==> config.mk <==
export PLATFORM = sky130hd
export DESIGN_NAME = tlp_snoop_arb
export DESIGN_NICKNAME = d
export VERILOG_FILES = /design/src/rtl/tlp_snoop_arb.sv
export SDC_FILE = /design/constraint.sdc
export NUM_CORES = 1
export LEC_CHECK = 0
export CAP_MARGIN = 40
export CORE_MARGIN = 2
export CORE_UTILIZATION = 43
export DETAILED_ROUTE_END_ITERATION = 16
export PLACE_DENSITY = 0.82
export SETUP_SLACK_MARGIN = 0.02
export SLEW_MARGIN = 20
export SYNTH_ARGS = -nofsm -noshare
export SYNTH_HDL_FRONTEND = slang
export SYNTH_SLANG_ARGS = --single-unit
==> constraint.sdc <==
create_clock -name pcie_clk -period 2.99 [get_ports pcie_clk]
set_clock_uncertainty 0.1 [all_clocks]
set_input_delay 0.299 -clock pcie_clk [delete_from_list [all_inputs] [get_ports pcie_clk]]
set_output_delay 0.299 -clock pcie_clk [all_outputs]
set_load 0.03 [all_outputs]
==> src/rtl/tlp_snoop_arb.sv <==
// tlp_snoop_arb
// Shares one downstream snoop FIFO between the RX (source 0) and TX
// (source 1) TLP snoop FIFOs. Whole packets are moved beat by beat, never
// interleaved, arbitrated round-robin at packet boundaries, and tagged with
// their source and a global sequence number. A watchdog aborts a packet whose
// source runs dry mid-packet, emits a terminator beat and flushes the rest.
//
// Beat layout (PCIE_FIFO64_RX): [TVALID_BIT] tvalid, [TLAST_BIT] tlast,
// [63:0] payload.
module tlp_snoop_arb #(
   parameter int TIMEOUT    = 500,
   parameter int SEQ_W      = 16,
   parameter int FIFO_W     = 66,
   parameter int TLAST_BIT  = 64,
   parameter int TVALID_BIT = 65
) (
   input  logic              pcie_clk,
   input  logic              pcie_rst,
   input  logic [1:0]        cfg_en,
   output logic              src0_rd_en,
   output logic              src1_rd_en,
   input  logic [FIFO_W-1:0] src0_dout,
   input  logic [FIFO_W-1:0] src1_dout,
   input  logic              src0_empty,
   input  logic              src1_empty,
   output logic              wr_en,
   output logic [FIFO_W-1:0] din,
   input  logic              full,
   output logic              out_src,
   output logic [SEQ_W-1:0]  out_seq,
   output logic [31:0]       pkt_cnt0,
   output logic [31:0]       pkt_cnt1,
   output logic [15:0]       abort_cnt
);

   // Watchdog is at least 10 bits and wide enough to reach TIMEOUT.
   localparam int WD_W = ($clog2(TIMEOUT + 1) > 10) ? $clog2(TIMEOUT + 1) : 10;

   typedef enum logic [1:0] {
      ST_IDLE  = 2'd0,
      ST_XFER  = 2'd1,
      ST_ABORT = 2'd2,
      ST_FLUSH = 2'd3
   } state_t;

   state_t             state_r;
   state_t             state_s;
   logic               sel_r;
   logic               last_r;
   logic [SEQ_W-1:0]   seq_cnt_r;
   logic [WD_W-1:0]    wd_cnt_r;

   logic [1:0]         elig_s;
   logic               grant_s;
   logic               grant_src_s;
   logic               sel_empty_s;
   logic [FIFO_W-1:0]  sel_dout_s;
   logic               sel_tlast_s;
   logic               timeout_s;
   logic               xfer_beat_s;
   logic               flush_pop_s;
   logic               abort_wr_s;
   logic [FIFO_W-1:0]  term_beat_s;

   // Arbitration, selected-source mux and per-state transfer qualifiers.
   always_comb begin
      elig_s      = cfg_en & {~src1_empty, ~src0_empty};
      grant_s     = 1'b0;
      grant_src_s = 1'b0;
      if (state_r == ST_IDLE) begin
         case (elig_s)
            2'b01: begin
               grant_s     = 1'b1;
               grant_src_s = 1'b0;
            end
            2'b10: begin
               grant_s     = 1'b1;
               grant_src_s = 1'b1;
            end
            2'b11: begin
               grant_s     = 1'b1;
               grant_src_s = ~last_r;
            end
            default: begin
               grant_s     = 1'b0;
               grant_src_s = 1'b0;
            end
         endcase
      end else begin
         grant_s     = 1'b0;
         grant_src_s = 1'b0;
      end

      if (sel_r) begin
         sel_empty_s = src1_empty;
         sel_dout_s  = src1_dout;
      end else begin
         sel_empty_s = src0_empty;
         sel_dout_s  = src0_dout;
      end

      sel_tlast_s = sel_dout_s[TLAST_BIT];
      timeout_s   = (wd_cnt_r == WD_W'(TIMEOUT));
      xfer_beat_s = (state_r == ST_XFER)  && !timeout_s && !sel_empty_s && !full;
      flush_pop_s = (state_r == ST_FLUSH) && !timeout_s && !sel_empty_s;
      abort_wr_s  = (state_r == ST_ABORT) && !full;

      term_beat_s             = {FIFO_W{1'b0}};
      term_beat_s[TLAST_BIT]  = 1'b1;
      term_beat_s[TVALID_BIT] = 1'b0;
   end

   // FSM state register.
   always_ff @(posedge pcie_clk) begin
      if (pcie_rst) begin
         state_r <= ST_IDLE;
      end else begin
         state_r <= state_s;
      end
   end

   // FSM next-state logic.
   always_comb begin
      state_s = state_r;
      case (state_r)
         ST_IDLE: begin
            if (grant_s) begin
               state_s = ST_XFER;
            end else begin
               state_s = ST_IDLE;
            end
         end
         ST_XFER: begin
            if (timeout_s) begin
               state_s = ST_ABORT;
            end else if (xfer_beat_s && sel_tlast_s) begin
               state_s = ST_IDLE;
            end else begin
               state_s = ST_XFER;
            end
         end
         ST_ABORT: begin
            if (abort_wr_s) begin
               state_s = ST_FLUSH;
            end else begin
               state_s = ST_ABORT;
            end
         end
         ST_FLUSH: begin
            if (timeout_s) begin
               state_s = ST_IDLE;
            end else if (flush_pop_s && sel_tlast_s) begin
               state_s = ST_IDLE;
            end else begin
               state_s = ST_FLUSH;
            end
         end
         default: begin
            state_s = ST_IDLE;
         end
      endcase
   end

   // FSM outputs: FIFO strobes and downstream beat, combinational so a beat
   // moves in the cycle it is accepted; din is zero whenever nothing is written.
   always_comb begin
      src0_rd_en = 1'b0;
      src1_rd_en = 1'b0;
      wr_en      = 1'b0;
      din        = {FIFO_W{1'b0}};
      case (state_r)
         ST_XFER: begin
            if (xfer_beat_s) begin
               src0_rd_en = ~sel_r;
               src1_rd_en = sel_r;
               wr_en      = 1'b1;
               din        = sel_dout_s;
            end else begin
               wr_en      = 1'b0;
            end
         end
         ST_ABORT: begin
            if (abort_wr_s) begin
               wr_en = 1'b1;
               din   = term_beat_s;
            end else begin
               wr_en = 1'b0;
            end
         end
         ST_FLUSH: begin
            if (flush_pop_s) begin
               src0_rd_en = ~sel_r;
               src1_rd_en = sel_r;
            end else begin
               src0_rd_en = 1'b0;
               src1_rd_en = 1'b0;
            end
         end
         default: begin
            wr_en = 1'b0;
         end
      endcase
   end

   // Grant bookkeeping: selected source, round-robin history, packet tags.
   always_ff @(posedge pcie_clk) begin
      if (pcie_rst) begin
         sel_r     <= 1'b0;
         last_r    <= 1'b1;
         seq_cnt_r <= {SEQ_W{1'b0}};
         out_src   <= 1'b0;
         out_seq   <= {SEQ_W{1'b0}};
      end else if (grant_s) begin
         sel_r     <= grant_src_s;
         last_r    <= grant_src_s;
         out_src   <= grant_src_s;
         out_seq   <= seq_cnt_r;
         seq_cnt_r <= seq_cnt_r + SEQ_W'(1);
      end
   end

   // Completed-packet and abort statistics.
   always_ff @(posedge pcie_clk) begin
      if (pcie_rst) begin
         pkt_cnt0  <= 32'd0;
         pkt_cnt1  <= 32'd0;
         abort_cnt <= 16'd0;
      end else begin
         if (xfer_beat_s && sel_tlast_s) begin
            if (sel_r) begin
               pkt_cnt1 <= pkt_cnt1 + 32'd1;
            end else begin
               pkt_cnt0 <= pkt_cnt0 + 32'd1;
            end
         end
         if ((state_r == ST_XFER) && timeout_s && (abort_cnt != 16'hFFFF)) begin
            abort_cnt <= abort_cnt + 16'd1;
         end
      end
   end

   // Watchdog: counts source-empty cycles mid-packet; backpressure from
   // full never advances it.
   always_ff @(posedge pcie_clk) begin
      if (pcie_rst) begin
         wd_cnt_r <= {WD_W{1'b0}};
      end else if (grant_s) begin
         wd_cnt_r <= {WD_W{1'b0}};
      end else begin
         case (state_r)
            ST_XFER: begin
               if (xfer_beat_s) begin
                  wd_cnt_r <= {WD_W{1'b0}};
               end else if (!timeout_s && sel_empty_s) begin
                  wd_cnt_r <= wd_cnt_r + WD_W'(1);
               end
            end
            ST_ABORT: begin
               if (abort_wr_s) begin
                  wd_cnt_r <= {WD_W{1'b0}};
               end
            end
            ST_FLUSH: begin
               if (flush_pop_s) begin
                  wd_cnt_r <= {WD_W{1'b0}};
               end else if (!timeout_s && sel_empty_s) begin
                  wd_cnt_r <= wd_cnt_r + WD_W'(1);
               end
            end
            default: begin
               wd_cnt_r <= wd_cnt_r;
            end
         endcase
      end
   end

endmodule
; Word level (Yosys, flattened, before mapping)
; Cells that the tools add are included.
[classes]
addsub = 5
eq_ne = 9
n_mux = 30
bitwise = 5
reduce_logical = 21
[op_table]
columns = cell, n
row1 = 2-to-1 mux 66 bit, 2
row2 = one-hot mux 66 bit (2 select lines), 1
row3 = 2-to-1 mux 65 bit, 1
row4 = adder 32 x 1 -> 32 bit (second input constant), 2
row5 = 2-to-1 mux 10 bit, 4
row6 = adder 16 x 1 -> 16 bit (second input constant), 2
row7 = one-hot mux 10 bit (3 select lines), 1
row8 = != test 16 bit (second input constant), 1
row9 = 2-to-1 mux 1 bit, 13
row10 = logical AND 1 bit, 11
row11 = adder 10 x 1 -> 10 bit (second input constant), 1
row12 = equality test 10 x 9 -> 1 bit (second input constant), 1
row13 = equality test 2 bit (second input constant), 4
row14 = one-hot mux 1 bit (2 select lines), 4
row15 = one-hot mux 2 bit (4 select lines), 1
row16 = 2-to-1 mux 2 bit, 3
row17 = AND reduction 2 bit, 3
row18 = equality test 2 x 1 -> 1 bit (second input constant), 2
row19 = NOT 1 bit, 4
row20 = zero test 1 bit, 3
row21 = nonzero test 3 bit, 1
row22 = OR reduction 3 bit, 1
row23 = bitwise AND 2 bit, 1
row24 = zero test 2 bit, 1
row25 = other kinds (2), 2
[totals]
ff_bits = 126
out_inout_bits = 166
elab_cells = 79

; Longest topological paths before layout
[depth]
depth_word = 9
ltp_mapped = 9
ltp_nobuf = 7

; Worst setup path after synthesis
; OpenSTA, ideal clock, no wires.
[synth_timing]
path_type = reg-to-output
from = reg sel_r
to = out din[12]
arrival_time_ns = 2.182
setup_slack_ns = 0.409
stages_incl_launch_ff = 6
n_path_buf = 3
path_cell_list = dfxtp_1 > buf_2 > buf_1 > clkbuf_1 > mux2i_1 > nor2_1
[synth_between]
elab_chain_cells = 6
elab_cells_between_ends = 7
classes_between = mux (4) / reduce/logical (3)
[synth_rtl]
columns = item, line_no
row1 = from (decl), 48  ; logic sel_r;
row2 = from (signal assigned), 214  ; sel_r <= grant_src_s;
row3 = 2-to-1 mux 1 bit, 94  ; if (sel_r) begin
row4 = zero test 1 bit, 104  ; xfer_beat_s = (state_r == ST_XFER) && !timeout_s && !sel_empty_s && !full;
row5 = logical AND 1 bit (2 in a row), 104
row6 = 2-to-1 mux 66 bit *, 173  ; if (xfer_beat_s) begin
row7 = one-hot mux 66 bit (2 select lines) *, 171  ; case (state_r)
row8 = to (decl), 27  ; output logic [FIFO_W-1:0] din,
; Every way passes the cells marked *; elsewhere a longest branch is shown, timed or not.

; Final worst setup path
[layout_timing]
from = reg wd_cnt_r[0]
to = out din[37]
[layout_between]
elab_chain_cells = 7
[layout_rtl]
columns = item, line_no
row1 = from (decl), 51  ; logic [WD_W-1:0] wd_cnt_r;
row2 = from (signal assigned), 246  ; wd_cnt_r <= {WD_W{1'b0}};
row3 = from (signal assigned), 248  ; wd_cnt_r <= {WD_W{1'b0}};
row4 = from (signal assigned), 253  ; wd_cnt_r <= {WD_W{1'b0}};
row5 = equality test 10 x 9 -> 1 bit, 103  ; timeout_s = (wd_cnt_r == WD_W'(TIMEOUT));
row6 = zero test 1 bit, 104
row7 = logical AND 1 bit (3 in a row), 104
row8 = 2-to-1 mux 66 bit, 173
row9 = one-hot mux 66 bit (2 select lines), 171
; No other way between the ends.

==> reports/results.ini <==
[power]
p_leak_nw=3.82
powerDensity_nw_per_um2=399
peakVddDrop_v=0.000323

[timing]
fin_ws_ns=0.216
max_freq_mhz=360
tightest_slew_ns=0.729
setup-tns-final_ns=0
slew_headroom=0.514
hold_viol_final=0
final_max_slew_viol_count=0
fin_crit_ns=2.77
final.period_utilization=0.928
setup_viol=0
rsz0062_at_grt=no

[layout]
fin_cells=1367
areaGrowthSynthToFinish_pct=55.4
seq_area_um2=2530
nets=1286
drive_gt1_frac=0.103
nFillCells=1290
multi_input_area_um2=4090

[cts]
cts.sinks=126
cts_tree=yes
cts-root-buf=clkbuf_16
cts_hold_buf=0
clock_latency_ns=0.40
cts_resized=6
clk_pin_slew_ns=0.05
post-cts-setup-buffers=0
htreeDepth=4
cts_made_buffers=17
clockBufferDepth=2

[grt]
antenna_found_initial=1
grt.total_usage=0.252
grt_pass1_vias=6723
grt_pass1_wl_um=34100
grt_max_degree=73
grt_overflow=0

[routing]
drc=0
dr.pass1.iters=5
ant_nets=0
wl_met3_um=1420
top_layer=met4
dr_total_vias=7181
wl_met2_um=11000
met1_length_um=9320
vias_per_cell=5.25
drtIter0Drc=558
wire_per_inst_um=16.2
wl_um=22100

[die]
core_um2=15800
die_x_um=131
die_area_um2=17000
num_rows=46
die_h_um=131
io_pins=305
initial_core_util=0.437

[hold_path]
min_path_type=input pin to flop
hold_depth=2

[yosys]
ys_seq_elements=126
synth-edff-count=0
synthArstFlopShare=0
synth-seq-area-share=0.366
synth_top_area_share=0.366
syn_avg_cell_area_um2=8.06
yosysMostFrequentCell=nor2_1
synth_cell_types=52
synthesis.area_um2=6890
ys_warn_count=0
syn_inst=854
synth_area_leaders=dfxtp_1 37%, mux2i_1 10%, nor2_1 8.4%, xor2_1 5.3%, nand4_1 4.0%
syn_nets=1003
synth_flop_cell=dfxtp_1
ys_top_cells_by_count=154 x nor2_1, 126 x dfxtp_1, 69 x mux2i_1, 63 x nand2_1, 54 x a21oi_1
synth.largest_area_cell=dfxtp_1

[worst_setup_path]
path_max_fanout=64
worstSetupEndpointType=output port
worst_path_max_delay_cell=dfxtp_1
start_kind=flop
arrival_ns=2.38
max_stage_delay_ns=0.36
r2r_cells=5
required_ns=2.59
cpMostUsedCell=buf_12
cp_cell_sequence=inv_1, ha_1, and4bb_4, nand3_2, nand4_1, buf_12, nor2_1, buf_12
worstSetupPathDepth=8
worstSetupPathType=flop to output port
critPathTopFamily=simple AND/OR/NAND/NOR gates
path_buf_inv=3

[placed_design]
dpl.cell_count=1334
globalplace.congestion=0.898
placement.io_buffers=304
dp_slack_ns=0.171
dp_hpwl_um=16400

[job]
cap_violations=0

[status]
status=complete, no violations

## stage by stage
| step | total power (W) | util | hold WS, ns | area (um^2) |
|---|---|---|---|---|
| after floorplan | 0.00191 | - | 0.344 | 6890 |
| after global placement | 0.00216 | 0.638 | 0.344 | 10100 |
| after detailed placement | 0.00216 | 0.638 | 0.348 | 10100 |
| after CTS | 0.00431 | 0.678 | 0.249 | 10700 |
| after global routing | 0.00442 | 0.678 | 0.298 | 10700 |
| final | 0.00427 | 0.678 | 0.263 | 10700 |
## flip-flops by register name, summed over array words and instances (netlist names)
name / count
abort_cnt: 16
last_r: 1
out_seq: 16
pkt_cnt0: 32
pkt_cnt1: 32
sel_r: 1
seq_cnt_r: 16
state_r: 2
wd_cnt_r: 10
## routing by layer
| layer | up-vias | GRT usage |
|---|---|---|
| met3 | 23 | 0.0542 |
| met2 | 244 | 0.426 |
| met5 | - | 0 |
| li1 | 3575 | - |
| met4 | 0 | 0.0820 |
| met1 | 3339 | 0.320 |
## worst register-to-register path, cell delays in order (launching register included)
cell and delay (ns):
dfxtp_1 0.45, nand4_1 0.26, nor4_4 0.46, nand2_1 0.34
or4_1 0.56, a21oi_1 0.22
## area by class of cell
class | count | share of cell area
inverters | 20 | 0.00702
flip-flops and latches | 126 | 0.236
diodes | 1 | 0.000234
repair buffers | 315 | 0.290
clock buffers | 22 | 0.0463
well taps | 216 | 0.0253
multi-input cells | 657 | 0.382
clock inverters | 10 | 0.0124
## power by group
part	leakage, nW	switching, W	total (W)	internal (W)
Sequential	1.02	0.00000978	0.00170	0.00169
Combinational	2.50	0.000179	0.000423	0.000244
Clock	0.303	0.000727	0.00215	0.00142
Total	3.82	0.000916	0.00427	0.00335
## cell usage in the layout, fill, tap and decap left out, types with 40 or more instances in the layout
cell / netlist / layout
nand4_1: 44 / 44
buf_4: 1 / 65
clkdlybuf4s50_1: 0 / 234
mux2i_1: 69 / 69
nand2_1: 63 / 63
nor2_1: 154 / 154
a21oi_1: 54 / 54
xor2_1: 42 / 42
nand3_1: 41 / 40
dfxtp_1: 126 / 125
## worst paths after layout
kind / startpoint / end / slack, ns
max: wd_cnt_r[0] / din[37] / 0.22
min: pcie_rst / seq_cnt_r[15] / 0.26
max reg2reg: pkt_cnt1[11] / pkt_cnt1[29] / 0.51
min reg2reg: out_seq[5] / out_seq[5] / 0.36
## kinds of logic after synthesis
group,share of synthesized area
mux,0.100
buf+inv,0.0403
xor+xnor,0.0916
simple gates,0.288
compound gates,0.0954
flops,0.366
fa+ha+maj,0.0182
No activity file was read; power rests on OpenSTA's default activity.
